[src/rtl/entrada_condicionador.sv]
// Switch input conditioner: a two-flop synchronizer and a per-bit debounce counter feeding the gate-controller FSM input word.
// Optional ENTRADA_SENSOR_CHECK_EN: blocks any commit that would leave both limit sensors (aberto, fechado) high at once.
module entrada_condicionador #(
    parameter int WIDTH           = 5,
    parameter int DEBOUNCE_CYCLES = 50000,
    parameter int CNT_W           = 16,
    parameter int IDX_ABERTO      = 3,
    parameter int IDX_FECHADO     = 2
) (
    input  logic             clock,
    input  logic             reset_n,
    input  logic [WIDTH-1:0] sw_in,
    output logic [WIDTH-1:0] sw_out,
    output logic [WIDTH-1:0] changed,
    output logic             quieto,
    output logic             erro_sensor
);

`ifdef ENTRADA_SENSOR_CHECK_EN
    localparam bit SENSOR_CHECK = 1'b1;
`else
    localparam bit SENSOR_CHECK = 1'b0;
`endif

    localparam logic [CNT_W-1:0] CNT_MAX = CNT_W'(DEBOUNCE_CYCLES - 1);

    logic [WIDTH-1:0] sync1;
    logic [WIDTH-1:0] sync2;
    logic [CNT_W-1:0] cnt [WIDTH];
    logic [WIDTH-1:0] differ;
    logic [WIDTH-1:0] commit_req;
    logic [WIDTH-1:0] blocked;
    logic [WIDTH-1:0] commit;
    logic [WIDTH-1:0] busy;

    logic rise_a;
    logic rise_f;
    logic blk_a;
    logic blk_f;
    logic aberto_n;
    logic fechado_n;
    logic erro_next;

    always_comb begin
        differ     = '0;
        commit_req = '0;
        busy       = '0;
        for (int i = 0; i < WIDTH; i++) begin
            differ[i]     = sync2[i] ^ sw_out[i];
            commit_req[i] = differ[i] && (cnt[i] == CNT_MAX);
            busy[i]       = (cnt[i] != '0);
        end
    end

    assign quieto = ~|busy;

    // A sensor rising to 1 is held off while the other sensor is 1 now or rises in the same cycle.
    always_comb begin
        rise_a    = commit_req[IDX_ABERTO] & sync2[IDX_ABERTO];
        rise_f    = commit_req[IDX_FECHADO] & sync2[IDX_FECHADO];
        blk_a     = SENSOR_CHECK & rise_a & (sw_out[IDX_FECHADO] | rise_f);
        blk_f     = SENSOR_CHECK & rise_f & (sw_out[IDX_ABERTO] | rise_a);
        blocked   = '0;
        blocked[IDX_ABERTO]  = blk_a;
        blocked[IDX_FECHADO] = blk_f;
        aberto_n  = sw_out[IDX_ABERTO] ^ (commit_req[IDX_ABERTO] & ~blk_a);
        fechado_n = sw_out[IDX_FECHADO] ^ (commit_req[IDX_FECHADO] & ~blk_f);
        // The flag tracks whether the conflict still exists after this edge, so it drops
        // on the same edge the opposing sensor commits to 0.
        erro_next = (blk_a & fechado_n) | (blk_f & aberto_n) | (blk_a & blk_f);
    end

    assign commit = commit_req & ~blocked;

    always_ff @(posedge clock or negedge reset_n) begin
        if (!reset_n) begin
            sync1       <= '0;
            sync2       <= '0;
            sw_out      <= '0;
            changed     <= '0;
            erro_sensor <= 1'b0;
            for (int i = 0; i < WIDTH; i++) begin
                cnt[i] <= '0;
            end
        end else begin
            sync1       <= sw_in;
            sync2       <= sync1;
            sw_out      <= sw_out ^ commit;
            changed     <= commit;
            erro_sensor <= erro_next;
            for (int i = 0; i < WIDTH; i++) begin
                if (!differ[i] || commit[i]) begin
                    cnt[i] <= '0;
                end else if (cnt[i] != CNT_MAX) begin
                    cnt[i] <= cnt[i] + 1'b1;
                end
            end
        end
    end

endmodule

[config.mk]
export PLATFORM = sky130hd
export DESIGN_NAME = entrada_condicionador
export DESIGN_NICKNAME = d
export VERILOG_FILES = /design/src/rtl/entrada_condicionador.sv
export SDC_FILE = /design/constraint.sdc
export NUM_CORES = 1
export LEC_CHECK = 0
export CAP_MARGIN = 10
export CORE_MARGIN = 2
export CORE_UTILIZATION = 40
export DETAILED_ROUTE_END_ITERATION = 10
export DONT_BUFFER_PORTS = 1
export SLEW_MARGIN = 20
export SYNTH_ARGS = -nofsm -noshare
export SYNTH_HDL_FRONTEND = slang
export SYNTH_SLANG_ARGS = --single-unit
[constraint.sdc]
create_clock -name clock -period 3.6 [get_ports clock]
set_clock_uncertainty 0.2 [all_clocks]
set_input_delay 0.72 -clock clock [delete_from_list [all_inputs] [get_ports clock]]
set_output_delay 0.72 -clock clock [all_outputs]
set_load 0.02 [all_outputs]
==> results.json <==
{
  "status": "finished with violations",
  "failed_checks": "design-rule violations",
  "path_max_fanout": 6,
  "synth_area_sq_mm": 0.00475,
  "first_pass_iters": 7,
  "cts.path.max_buffers": 2,
  "ys.warnings.count": 0,
  "dieArea_sq_mm": 0.0128,
  "timing.fmax_mhz": 303,
  "fp.dieH_microns": 113,
  "final_common_cell": "dfrtp_1",
  "finalWorstSetupSlack_ns": 0.300,
  "syn2layout_area_growth_pct": 9.63,
  "wl_per_cell_microns": 14.1,
  "post_drt_via_cell_ratio": 5.19,
  "ir_drop_mv": 0.223,
  "grt_overflow": 0,
  "synth.top_cell.area_share_pct": 52.6,
  "diodes": 0,
  "yosysSeqAreaShare_pct": 52.6,
  "layout.cells.non_filler": 628,
  "ios": 19,
  "cpMaxStageDelayCell": "or4_1",
  "rrSetupSlack_ns": 1.23,
  "p_per_area_mw_per_mm2": 414,
  "reg2reg_to": "cnt[9]",
  "postRouteAntennaNets": 0,
  "drv_slew": 0,
  "drt_iter0_drc": 149,
  "hold_viol": 0,
  "relSlewSlack_pct": 43.6,
  "final_area_sq_mm": 0.00521,
  "syn_area_per_cell_sq_um": 10.1,
  "grt_pass1_vias": 3258,
  "clkLatencyLatePin_ns": 0.35,
  "cts.clk_slew.worst_paths_ns": 0.07,
  "fin_crit_ns": 3.30,
  "rows": 39,
  "tns_ns": 0,
  "drive_gt1_share_pct": 6.39,
  "clkSinkCount": 100,
  "cts_inserted_buffers": 9,
  "fp.coreArea_sq_mm": 0.0115,
  "dp_cells": 611,
  "grt_max_degree": 101,
  "max_stage_delay_ns": 0.56,
  "ys_ff_latch": 100,
  "portBuffers": 0,
  "pre_cts_slack_ns": 0.659,
  "path_cells": "or4_1 > nor4_2 > nand2_1 > nor4_1 > buf_4",
  "setup_viol": 0,
  "synth.distinct_cells": 32,
  "grt_pass1_wl_microns": 15800,
  "worst_pin_slew_ns": 0.843,
  "syn_nets": 490,
  "timing.rr.start": "cnt[0]",
  "antenna_found_initial": 0,
  "finalWirelength_microns": 8830,
  "layout_common_cells": "dfrtp_1, nor2_1, xnor2_1",
  "cp_num_buf_inv": 1,
  "crit_type": "reg2out",
  "cp.required_ns": 2.68,
  "ys_top_cells_by_area": "dfrtp_1, xnor2_1, nor2_1",
  "cp-end-kind": "output pin",
  "htree_levels": 3,
  "place_congestion": 0.816,
  "final_net_count": 497,
  "synth_top_area_cell": "dfrtp_1",
  "start_kind": "flop",
  "tritoncts": "done",
  "hpwl_microns": 5980,
  "cts-resized-gates": 0,
  "root_buffer": "clkbuf_16",
  "grt_usage_pct": 15.5,
  "r2r_cells": 5,
  "crit_family": "simple AND/OR/NAND/NOR gates",
  "netlist_instances": 473,
  "initial_core_util_pct": 41.3,
  "max_cap_viol_count": 0,
  "cp.arrival_ns": 2.38,
  "p_leak_nw": 2.13,
  "place_area_sq_mm": 0.00491,
  "vias": 3258,
  "rsz0062_at_grt": "no",
  "die_w_microns": 113,
  "drc": 2,
  "fin_crit_sh_pct": 91.7,
  "min_path_type": "in2async"
}
==> where the power goes <==
group	total [mW]	internal (mW)	switching, mW
combinational	0.0900	0.0305	0.0594
sequential	1.16	1.14	0.0210
clock	0.902	0.486	0.416
total	2.16	1.66	0.497
==> how the worst max path moves through the flow <==
stage,cells past startpoint,end,slack [ns],startpoint
after floorplan,4,quieto,0.73,cnt[59]
after global routing,5,quieto,0.17,cnt[59]
after global placement,5,quieto,0.65,cnt[59]
after detailed placement,5,quieto,0.66,cnt[59]
final,5,quieto,0.30,cnt[59]
after CTS,5,quieto,0.26,cnt[59]
==> kinds of logic after synthesis <==
kind of cell    after synthesis  share of synthesized area, %
simple gates                242                          25.1
flops                       100                          52.6
xor+xnor                     74                          13.6
buf+inv                      34                          3.00
fa+ha+maj                    10                          2.63
compound gates                7                          1.68
mux                           5                          1.26
other cells                   1                        0.0789
==> Yosys cell counts (all sizes together) <==
cell,instances
o21ai,1
nand4,20
ha,10
nor4,31
conb,1
nand2,25
nor3,22
a31o,3
or3,2
o41ai,2
nor2b,2
nand3,31
clkbuf,1
dfrtp,100
nor2,98
mux2,5
and4,1
or4,6
buf,6
xnor2,63
inv,27
and3,3
nor4b,1
a21oi,1
xor2,11
==> registers in the layout (all words and copies together) (netlist names), named ones only <==
register	flops
sync2	5
cnt	80
changed	5
sync1	5
==> worst register-to-register path, cell delays in order (launching register included) <==
cell and delay (ns):
dfrtp_1 0.41, ha_1 0.21, nand3_1 0.29, o41ai_2 0.82, buf_4 0.28, nor2_1 0.06
==> area by class of cell <==
class | instances | area (sq um)
Clock inverter | 6 | 38.8
Clock buffer | 10 | 239
Sequential cell | 100 | 2500
Tap cell | 143 | 179
Multi-Input combinational cell | 339 | 2110
Inverter | 27 | 101
Fill cell | 1087 | 6300
Timing Repair Buffer | 3 | 42.5
==> metrics by stage <==
step           hold slack (ns)  power [mW]  util [%]
6_report                0.0956        2.16      45.3
5_1_grt                  0.145        2.25      45.3
4_1_cts                  0.117        2.19      45.3
3_5_place_dp             0.136        1.25      42.6
3_3_place_gp             0.132        1.25      42.6
2_1_floorplan            0.131        1.23         -
==> per-layer routing <==
metal,up-vias,wire length (microns),global-route usage [%],share of wire (%)
met1,1583,4410,21.9,50
met2,39,3980,22.4,45
met4,0,240,8.54,2.7
met5,-,0,0,0
li1,1622,-,-,-
met3,14,209,3.00,2.4
==> what timing repair did <==
| action | CTS | global route |
|---|---|---|
| endpoints found under the setup margin | 0 | 0 |
| buffers inserted | 0 | 0 |
| hold endpoints to repair | 100 | 0 |
| hold buffers | 1 | 0 |
Power figures use the tool's default switching activity.
